<file path="src/rtl/mic_pkg.sv">
// Shared definitions for the Pmod MIC3 serial front end.
//   FRAME_BITS  - bits per ADC conversion frame (leading zeros + data)
//   DATA_BITS   - width of the delivered sample
//   LEAD_ZEROS  - leading bits the ADC drives low in a good frame
//   mic_state_e - frame sequencer states
package mic_pkg;

    localparam int FRAME_BITS = 16;
    localparam int DATA_BITS  = 12;
    localparam int LEAD_ZEROS = 4;

    localparam int BIT_CNT_W = $clog2(FRAME_BITS);
    localparam logic [BIT_CNT_W-1:0] BIT_LAST = BIT_CNT_W'(FRAME_BITS - 1);

    typedef enum logic [1:0] {
        ST_IDLE = 2'd0,  // cs_n high, waiting for a period boundary
        ST_CONV = 2'd1,  // cs_n low, clocking in the 16 frame bits
        ST_DONE = 2'd2   // last sclk high phase before releasing cs_n
    } mic_state_e;

    // A frame is suspect when the ADC drove any of its leading zeros high.
    function automatic logic lead_bits_set(input logic [FRAME_BITS-1:0] frame);
        return |frame[FRAME_BITS-1 -: LEAD_ZEROS];
    endfunction

endpackage

</file>
<file path="src/rtl/mic_sclk_gen.sv">
// Serial clock generator for the ADC interface.
// While run_i is high, sclk_o toggles every SCLK_HALF clk_in cycles, starting
// with a falling edge; while run_i is low it idles high and the phase counter
// is held at zero, so every frame starts with identical timing.
//   clk_in  - system clock
//   rst_n   - asynchronous active-low reset
//   run_i   - count and toggle sclk
//   park_i  - keep sclk high: falling edges are suppressed, fall_o still marks them
//   sclk_o  - registered serial clock
//   rise_o  - high in the cycle whose closing clk_in edge raises sclk_o
//   fall_o  - high in the cycle whose closing clk_in edge lowers (or would lower) sclk_o
module mic_sclk_gen #(
    parameter int SCLK_HALF = 5
) (
    input  logic clk_in,
    input  logic rst_n,
    input  logic run_i,
    input  logic park_i,
    output logic sclk_o,
    output logic rise_o,
    output logic fall_o
);

    localparam int HALF_W = (SCLK_HALF > 1) ? $clog2(SCLK_HALF) : 1;
    localparam logic [HALF_W-1:0] HALF_LAST = HALF_W'(SCLK_HALF - 1);

    logic [HALF_W-1:0] half_cnt_q, half_cnt_d;
    logic              sclk_q, sclk_d;
    logic              tick;

    assign tick   = run_i && (half_cnt_q == HALF_LAST);
    assign rise_o = tick && !sclk_q;
    assign fall_o = tick && sclk_q;
    assign sclk_o = sclk_q;

    always_comb begin
        // NOTE: hold-value defaults first, so no path through this block leaves a
        // signal unassigned and no latch is inferred.
        half_cnt_d = half_cnt_q;
        sclk_d     = sclk_q;
        if (!run_i) begin
            half_cnt_d = '0;
            sclk_d     = 1'b1;
        end else if (tick) begin
            half_cnt_d = '0;
            if (!(sclk_q && park_i)) begin
                sclk_d = !sclk_q;
            end
        end else begin
            half_cnt_d = half_cnt_q + 1'b1;
        end
    end

    // NOTE: state registers use non-blocking assignments so every flop samples
    // pre-edge values regardless of block evaluation order.
    always_ff @(posedge clk_in or negedge rst_n) begin
        if (!rst_n) begin
            half_cnt_q <= '0;
            sclk_q     <= 1'b1;
        end else begin
            half_cnt_q <= half_cnt_d;
            sclk_q     <= sclk_d;
        end
    end

endmodule

</file>
<file path="src/rtl/mic_spi_sampler.sv">
// Serial front end for the Pmod MIC3 ADC (ADCS7476-style 16-bit frame:
// 4 leading zeros then 12 data bits, MSB first).
// Starts one conversion per SAMPLE_PERIOD clk_in cycles while en is high,
// shifts in sdata on each sclk rising edge and presents a held 12-bit sample.
//   clk_in       - system clock
//   rst_n        - asynchronous active-low reset
//   en           - conversion enable, sampled only at period boundaries
//   sdata        - ADC serial data
//   cs_n         - ADC chip select, active low, registered
//   sclk         - ADC serial clock, idles high, registered
//   sample       - last captured sample, held between updates
//   sample_valid - one-cycle pulse when sample updates
//   frame_err    - one-cycle pulse alongside sample_valid when a leading bit was 1
module mic_spi_sampler
    import mic_pkg::*;
#(
    parameter int SCLK_HALF     = 5,
    parameter int SAMPLE_PERIOD = 5000
) (
    input  logic                 clk_in,
    input  logic                 rst_n,
    input  logic                 en,
    input  logic                 sdata,
    output logic                 cs_n,
    output logic                 sclk,
    output logic [DATA_BITS-1:0] sample,
    output logic                 sample_valid,
    output logic                 frame_err
);

    // A frame occupies 33 half periods; the period must leave room for it plus
    // an idle gap with cs_n high.
    if (SCLK_HALF < 2 || SAMPLE_PERIOD < 34 * SCLK_HALF + 2) begin : g_param_check
        $error("mic_spi_sampler: need SCLK_HALF >= 2 and SAMPLE_PERIOD >= 34*SCLK_HALF+2");
    end

    localparam int PER_W = $clog2(SAMPLE_PERIOD);
    localparam logic [PER_W-1:0] PER_LAST = PER_W'(SAMPLE_PERIOD - 1);

    logic [PER_W-1:0]      period_q, period_d;
    mic_state_e            state_q;
    logic [BIT_CNT_W-1:0]  bit_cnt_q;
    logic [FRAME_BITS-1:0] shift_q;
    logic                  cs_n_q;
    logic [DATA_BITS-1:0]  sample_q;
    logic                  valid_q;
    logic                  ferr_q;

    logic sclk_run, sclk_park, sclk_rise, sclk_fall;

    // Free-running period counter, independent of en and the frame state, so
    // conversion starts stay on an exact SAMPLE_PERIOD grid.
    always_comb begin
        period_d = (period_q == PER_LAST) ? '0 : period_q + 1'b1;
    end

    always_ff @(posedge clk_in or negedge rst_n) begin
        if (!rst_n) begin
            period_q <= '0;
        end else begin
            period_q <= period_d;
        end
    end

    // The generator starts counting the cycle after cs_n falls, which puts the
    // first sclk fall SCLK_HALF cycles after cs_n. In DONE it keeps sclk high
    // and its fall strobe marks the end of the final half period.
    assign sclk_run  = (state_q != ST_IDLE);
    assign sclk_park = (state_q == ST_DONE);

    mic_sclk_gen #(
        .SCLK_HALF (SCLK_HALF)
    ) u_sclk_gen (
        .clk_in (clk_in),
        .rst_n  (rst_n),
        .run_i  (sclk_run),
        .park_i (sclk_park),
        .sclk_o (sclk),
        .rise_o (sclk_rise),
        .fall_o (sclk_fall)
    );

    always_ff @(posedge clk_in or negedge rst_n) begin
        if (!rst_n) begin
            state_q   <= ST_IDLE;
            bit_cnt_q <= '0;
            shift_q   <= '0;
            cs_n_q    <= 1'b1;
            sample_q  <= '0;
            valid_q   <= 1'b0;
            ferr_q    <= 1'b0;
        end else begin
            valid_q <= 1'b0;
            ferr_q  <= 1'b0;
            unique case (state_q)
                ST_IDLE: begin
                    if (period_q == '0 && en) begin
                        state_q   <= ST_CONV;
                        cs_n_q    <= 1'b0;
                        bit_cnt_q <= '0;
                    end
                end
                ST_CONV: begin
                    // sdata is taken on the same clk_in edge that raises sclk,
                    // i.e. the value the ADC has held since the previous fall.
                    if (sclk_rise) begin
                        shift_q   <= {shift_q[FRAME_BITS-2:0], sdata};
                        bit_cnt_q <= bit_cnt_q + 1'b1;
                        if (bit_cnt_q == BIT_LAST) begin
                            state_q <= ST_DONE;
                        end
                    end
                end
                ST_DONE: begin
                    if (sclk_fall) begin
                        state_q  <= ST_IDLE;
                        cs_n_q   <= 1'b1;
                        sample_q <= shift_q[DATA_BITS-1:0];
                        valid_q  <= 1'b1;
                        ferr_q   <= lead_bits_set(shift_q);
                    end
                end
                default: state_q <= ST_IDLE;
            endcase
        end
    end

    assign cs_n         = cs_n_q;
    assign sample       = sample_q;
    assign sample_valid = valid_q;
    assign frame_err    = ferr_q;

endmodule

</file>
<file path="config.mk">
export PLATFORM = sky130hd
export DESIGN_NAME = mic_spi_sampler
export DESIGN_NICKNAME = d
export VERILOG_FILES = /design/src/rtl/mic_pkg.sv /design/src/rtl/mic_sclk_gen.sv /design/src/rtl/mic_spi_sampler.sv
export SDC_FILE = /design/constraint.sdc
export NUM_CORES = 1
export LEC_CHECK = 0
export BUFFER_PORTS_ARGS = -buffer_cell sky130_fd_sc_hd__buf_2
export CAP_MARGIN = 20
export CORE_AREA = 4 4 77 79
export DETAILED_ROUTE_END_ITERATION = 6
export DIE_AREA = 0 0 81 83
export MAX_ROUTING_LAYER = met4
export PLACE_DENSITY = 0.61
export SYNTH_ARGS = -nofsm -noshare
export SYNTH_HDL_FRONTEND = slang
export SYNTH_HIERARCHICAL = 1
export SYNTH_SLANG_ARGS = --single-unit
</file>
<file path="constraint.sdc">
create_clock -name clk_in -period 4.3 [get_ports clk_in]
set_input_delay 0.43 -clock clk_in [delete_from_list [all_inputs] [get_ports clk_in]]
set_output_delay 0.43 -clock clk_in [all_outputs]
set_load 0.05 [all_outputs]
</file>
# == Word level (Yosys, flattened, before mapping) ==
# Cells that the tools add are included.
# classes
n_reduce_logical,18
n_eq_ne,11
n_mux,21
n_addsub,3
# op_table
operator,count
$add A13 B1 Y13 const B,1
$eq A13 B13 Y1 const B,1
$logic_not A13 Y1,1
$mux W13,1
$ne A2 B2 Y1 const B,6
$mux W1,9
$mux W2,4
$mux W4,2
$pmux W4 S2,1
$mux W3,2
$pmux W2 S3,1
$reduce_and A2 Y1,3
$reduce_and A3 Y1,2
$reduce_bool A2 Y1,3
$logic_and A1 B1 Y1,5
$add A4 B1 Y4 const B,1
$eq A4 B4 Y1 const B,1
$reduce_and A4 Y1,1
$reduce_or A4 Y1,1
$add A3 B1 Y3 const B,1
$eq A3 B3 Y1 const B,1
$eq A2 B1 Y1 const B,1
$eq A2 B2 Y1 const B,1
$logic_not A2 Y1,1
2 further kinds,2
# word_totals
out_inout_bits,16
regBits,54

# == Longest topological paths before layout ==
# depth
depth_word,5
depth_mapped,8
ltp_nobuf,8

# == Cells and area by module ==
# Netlist, hierarchy kept.
# by_module_without_submodules
module,cells_each,seq_area_each_um2,instances,area_per_inst_um2
mic_spi_sampler,159,1252.5,1,2070.7
mic_sclk_gen,21,101.3,1,211.5

# == Least setup slack after synthesis ==
# OpenSTA, ideal clock, no wires.
# synth_timing
kind,flip-flop to flip-flop
start,reg state_q[1]
end,reg sample_q[0] (netlist: sample[0])
path_stages_with_launch,7
setup_slack_ns,2.433
required_time_ns,4.175
synth_period_minus_slack_ns,1.867
t_arrival_ns,1.743
cell_sequence,dfrtp_1 > or2_2 > nand3_1 > nor2_1 > nand2_1 > clkbuf_1 > mux2_2
# synth_via
elab_chain_len,4
elab_cells_between_ends,5
cone_classes,1 x eq/ne; 4 x reduce/logical
# synth_rtl
element,line_no,rtl
from (decl),mic_spi_sampler.sv:41,mic_state_e state_q;
from (signal assigned),mic_spi_sampler.sv:85,state_q <= ST_IDLE;
from (signal assigned),mic_spi_sampler.sv:98,state_q <= ST_CONV;
from (signal assigned),mic_spi_sampler.sv:110,state_q <= ST_DONE;
$reduce_bool A2 Y1,mic_spi_sampler.sv:68,assign sclk_run = (state_q != ST_IDLE);
net sclk_run,mic_spi_sampler.sv:49,"logic sclk_run, sclk_park, sclk_rise, sclk_fall;"
$logic_and A1 B1 Y1,mic_sclk_gen.sv:31,assign tick = run_i && (half_cnt_q == HALF_LAST);
$logic_and A1 B1 Y1,mic_sclk_gen.sv:33,assign fall_o = tick && sclk_q;
net sclk_fall,mic_spi_sampler.sv:49,
$reduce_and A2 Y1 (no line),n/a,
to (signal assigned),mic_spi_sampler.sv:118,sample_q <= shift_q[DATA_BITS-1:0];
to (decl),mic_spi_sampler.sv:45,logic [DATA_BITS-1:0] sample_q;
# The timed path passes the listed nets, and every way through them passes these cells.
# A chain may end at the register's enable or synchronous reset.

# == Worst setup path after layout ==
# layout_timing
start,reg u_sclk_gen.half_cnt_q[0]
end,reg shift_q[10]
# layout_via
elab_chain_len,4
# layout_rtl
element,line_no,rtl
from (decl),mic_sclk_gen.sv:27,"logic [HALF_W-1:0] half_cnt_q, half_cnt_d;"
from (signal assigned),mic_sclk_gen.sv:61,half_cnt_q <= half_cnt_d;
$eq A3 B3 Y1,mic_sclk_gen.sv:31,
$logic_and A1 B1 Y1,mic_sclk_gen.sv:31,
$logic_and A1 B1 Y1,mic_sclk_gen.sv:32,assign rise_o = tick && !sclk_q;
net sclk_rise,mic_spi_sampler.sv:49,
$reduce_and A2 Y1 (no line),n/a,
to (signal assigned),mic_spi_sampler.sv:107,"shift_q <= {shift_q[FRAME_BITS-2:0], sdata};"
to (decl),mic_spi_sampler.sv:43,logic [FRAME_BITS-1:0] shift_q;
# The timed path passes the listed nets, and every way through them passes these cells.

==> impl_metrics.json <==
{
  "status": "completed",
  "finalNetCount": 211,
  "synth_edf_count": 0,
  "finalWirelength_um": 3750,
  "first_global_vias": 1420,
  "antenna_cells": 0,
  "clock_skew_ps": 10.4,
  "gr-usage-all-layers_pct": 13.0,
  "cts_resized": 0,
  "synth-compound-area-share_pct": 3.51,
  "area_growth_pct": 12.6,
  "rrSetupSlack_ps": 2070,
  "initialDrtViolationCount": 65,
  "grt_pass1_wl_um": 6730,
  "cts-root-buf": "clkbuf_8",
  "synth_top_area_cell": "dfrtp_1",
  "path_class": "reg2reg",
  "cp.arrival_ps": 2430,
  "clk_pin_slew_ps": 100,
  "reg2reg_from": "u_sclk_gen/half_cnt_q[0]$_DFF_PN0_",
  "required_ps": 4500,
  "synth-adder-area-share_pct": 2.74,
  "synth-simple-area-share_pct": 13.0,
  "rows": 27,
  "clock_latency_ps": 310,
  "cts_max_level": 2,
  "synth_top_family_by_area": "multiplexers",
  "final_hold_viol_count": 0,
  "post-route-util_pct": 48.1,
  "drv_slew": 0,
  "port_buffers": 19,
  "synth_area_mm2": 0.00228,
  "syn_inst": 180,
  "viasPerCell": 5.08,
  "dr.pass1.iters": 4,
  "power_density_mw_per_mm2": 350,
  "die_area_mm2": 0.00672,
  "hold_path.class": "in2async",
  "drc_errors": 0,
  "synth_top_flop_cell": "dfrtp_1",
  "antenna_found_initial": 0,
  "synth_commonest_cells": "dfrtp_1 (52), mux2_2 (28), inv_1 (12)",
  "muxShareOfSynthArea_pct": 15.1,
  "crit_buf_inv": 1,
  "yosysTopAreaCellShare_pct": 57.0,
  "layout_setup_ws_ps": 2070,
  "pre_cts_slack_ps": 2040,
  "synthTopCellsByArea": "dfrtp_1 (57%), mux2_2 (14%), ha_1 (2.7%), dfstp_2 (2.3%), xnor2_1 (2.3%)",
  "cp_slowest_stage_delay_ps": 620,
  "ir_drop_mv": 0.187,
  "synthXorXnorAreaFrac_pct": 3.45,
  "cts_setup_buffers": 0,
  "wl_per_cell_um": 13.6,
  "fmax_mhz": 448,
  "fin_crit_ps": 2230,
  "start_kind": "flip-flop",
  "syn-num-nets": 189,
  "die_x_um": 81,
  "setup_viol": 0,
  "drive_gt1_share_pct": 31.0,
  "start_util_pct": 42.8,
  "ys_warn_count": 6,
  "maxCapViolCount": 0,
  "path_max_fanout": 20,
  "worstPathCellList": "inv_1 > ha_1 > nand3_1 > nor2_1 > nand3b_1 > mux2_2",
  "synth.most_common_cell": "dfrtp_1",
  "core_mm2": 0.00534,
  "cts_tree": "done",
  "hpwl_um": 2550,
  "synthArstFlopShare_pct": 100,
  "ys_types": 34,
  "rsz0062_at_grt": "false",
  "cts_max_path_buffers": 2,
  "finalSetupTns_ps": 0,
  "synth_seq_area_share_pct": 59.3,
  "grt_overflow": 0,
  "grt_max_degree": 55,
  "crit_family": "simple AND/OR/NAND/NOR gates",
  "dieHeight_um": 83,
  "fill_cells": 495,
  "end_kind": "flip-flop",
  "cts_buffers": 5,
  "cts_hold_buf": 0,
  "cp_slowest_cell": "nand3b_1",
  "slew_headroom_pct": 33.6,
  "pin_count": 20,
  "p_leak_nw": 1.32,
  "cts.sinks": 54,
  "vias": 1398,
  "synth_seq_cells": 54,
  "place_congestion": 0.814,
  "avgSynthCellArea_um2": 12.7,
  "tightestPinTransition_ps": 987,
  "fin_crit_sh_pct": 51.9,
  "final_antenna_net_count": 0,
  "reg2reg_to": "shift_q[10]$_DFFE_PN0P_",
  "worstRegToRegCells": 6
}
[layer usage]
layer / wire, um / GRT usage, % / vias up
li1: - / - / 665
met1: 1770 / 17.3 / 706
met2: 1780 / 19.3 / 21
met3: 138 / 3.25 / 6
met4: 54 / 4.15 / 0
met5: 0 / - / -
[metrics by stage]
step,instances,instance area [um^2],hold WS [ps],power (W)
after floorplan,180,2280,134,0.000552
after detailed placement,267,2460,470,0.000571
final,275,2570,236,0.000899
after global placement,267,2460,446,0.000567
after CTS,275,2570,259,0.000912
after global routing,275,2570,301,0.000940
[registers in the layout, summed over array words and instances (netlist names)]
signal                 cells
bit_cnt_q                  4
cs_n                       1
frame_err                  1
period_q                  13
sample                    12
sample_valid               1
shift_q                   16
state_q                    2
u_sclk_gen/half_cnt_q      3
u_sclk_gen/sclk_o          1
[final cells by class]
cell class | instances | area (um^2) | share of cell area (%)
Clock buffer | 5 | 68.8 | 2.68
Multi-Input combinational cell | 109 | 865 | 33.7
Inverter | 12 | 45.0 | 1.75
Timing Repair Buffer | 20 | 103 | 3.99
Sequential cell | 54 | 1350 | 52.7
Tap cell | 72 | 90.1 | 3.51
Clock inverter | 3 | 43.8 | 1.70
[how the worst max path moves through the flow]
stage	endpoint	depth (start not counted)	from	slack [ps]
5_1_grt	bit_cnt_q[0]$_DFFE_PN0P_	7	u_sclk_gen/half_cnt_q[0]$_DFF_PN0_	1860
3_5_place_dp	shift_q[10]$_DFFE_PN0P_	6	u_sclk_gen/half_cnt_q[0]$_DFF_PN0_	2040
3_3_place_gp	period_q[9]$_DFF_PN0_	4	period_q[10]$_DFF_PN0_	2130
4_1_cts	shift_q[10]$_DFFE_PN0P_	6	u_sclk_gen/half_cnt_q[0]$_DFF_PN0_	2010
2_1_floorplan	sample[0]$_DFFE_PN0P_	6	state_q[1]$_DFFE_PN0P_	2430
6_report	shift_q[10]$_DFFE_PN0P_	6	u_sclk_gen/half_cnt_q[0]$_DFF_PN0_	2070
[cells in the final DEF, fill, tap and decap left out, types with 3 or more instances in the layout]
master,netlist,routed
and3_1,4,4
buf_2,0,19
clkbuf_8,0,5
dfrtp_1,52,52
ha_1,5,5
inv_1,12,12
mux2_2,28,28
mux2i_1,3,3
nand2_1,6,6
nand3_1,6,6
nand4_1,5,5
nor2_1,9,9
o21ai_0,4,4
o22ai_1,4,4
xnor2_1,6,6
xor2_1,3,3
[kinds of logic after synthesis]
logic type | count (synthesis)
muxes | 31
AOI/OAI and AO/OA | 13
buffers and inverters | 17
xor gates and xnor gates | 9
DFF | 54
adders and majority gates | 5
and+or+nand+nor | 51
[power by group]
group | switching, W | internal [W] | total, W | leakage [nW]
Combinational | 0.0000242 | 0.0000117 | 0.0000359 | 0.538
Sequential | 0.00000728 | 0.000516 | 0.000524 | 0.720
Clock | 0.000165 | 0.000175 | 0.000340 | 0.0585
Total | 0.000197 | 0.000703 | 0.000899 | 1.32
Power figures use the tool's default switching activity.
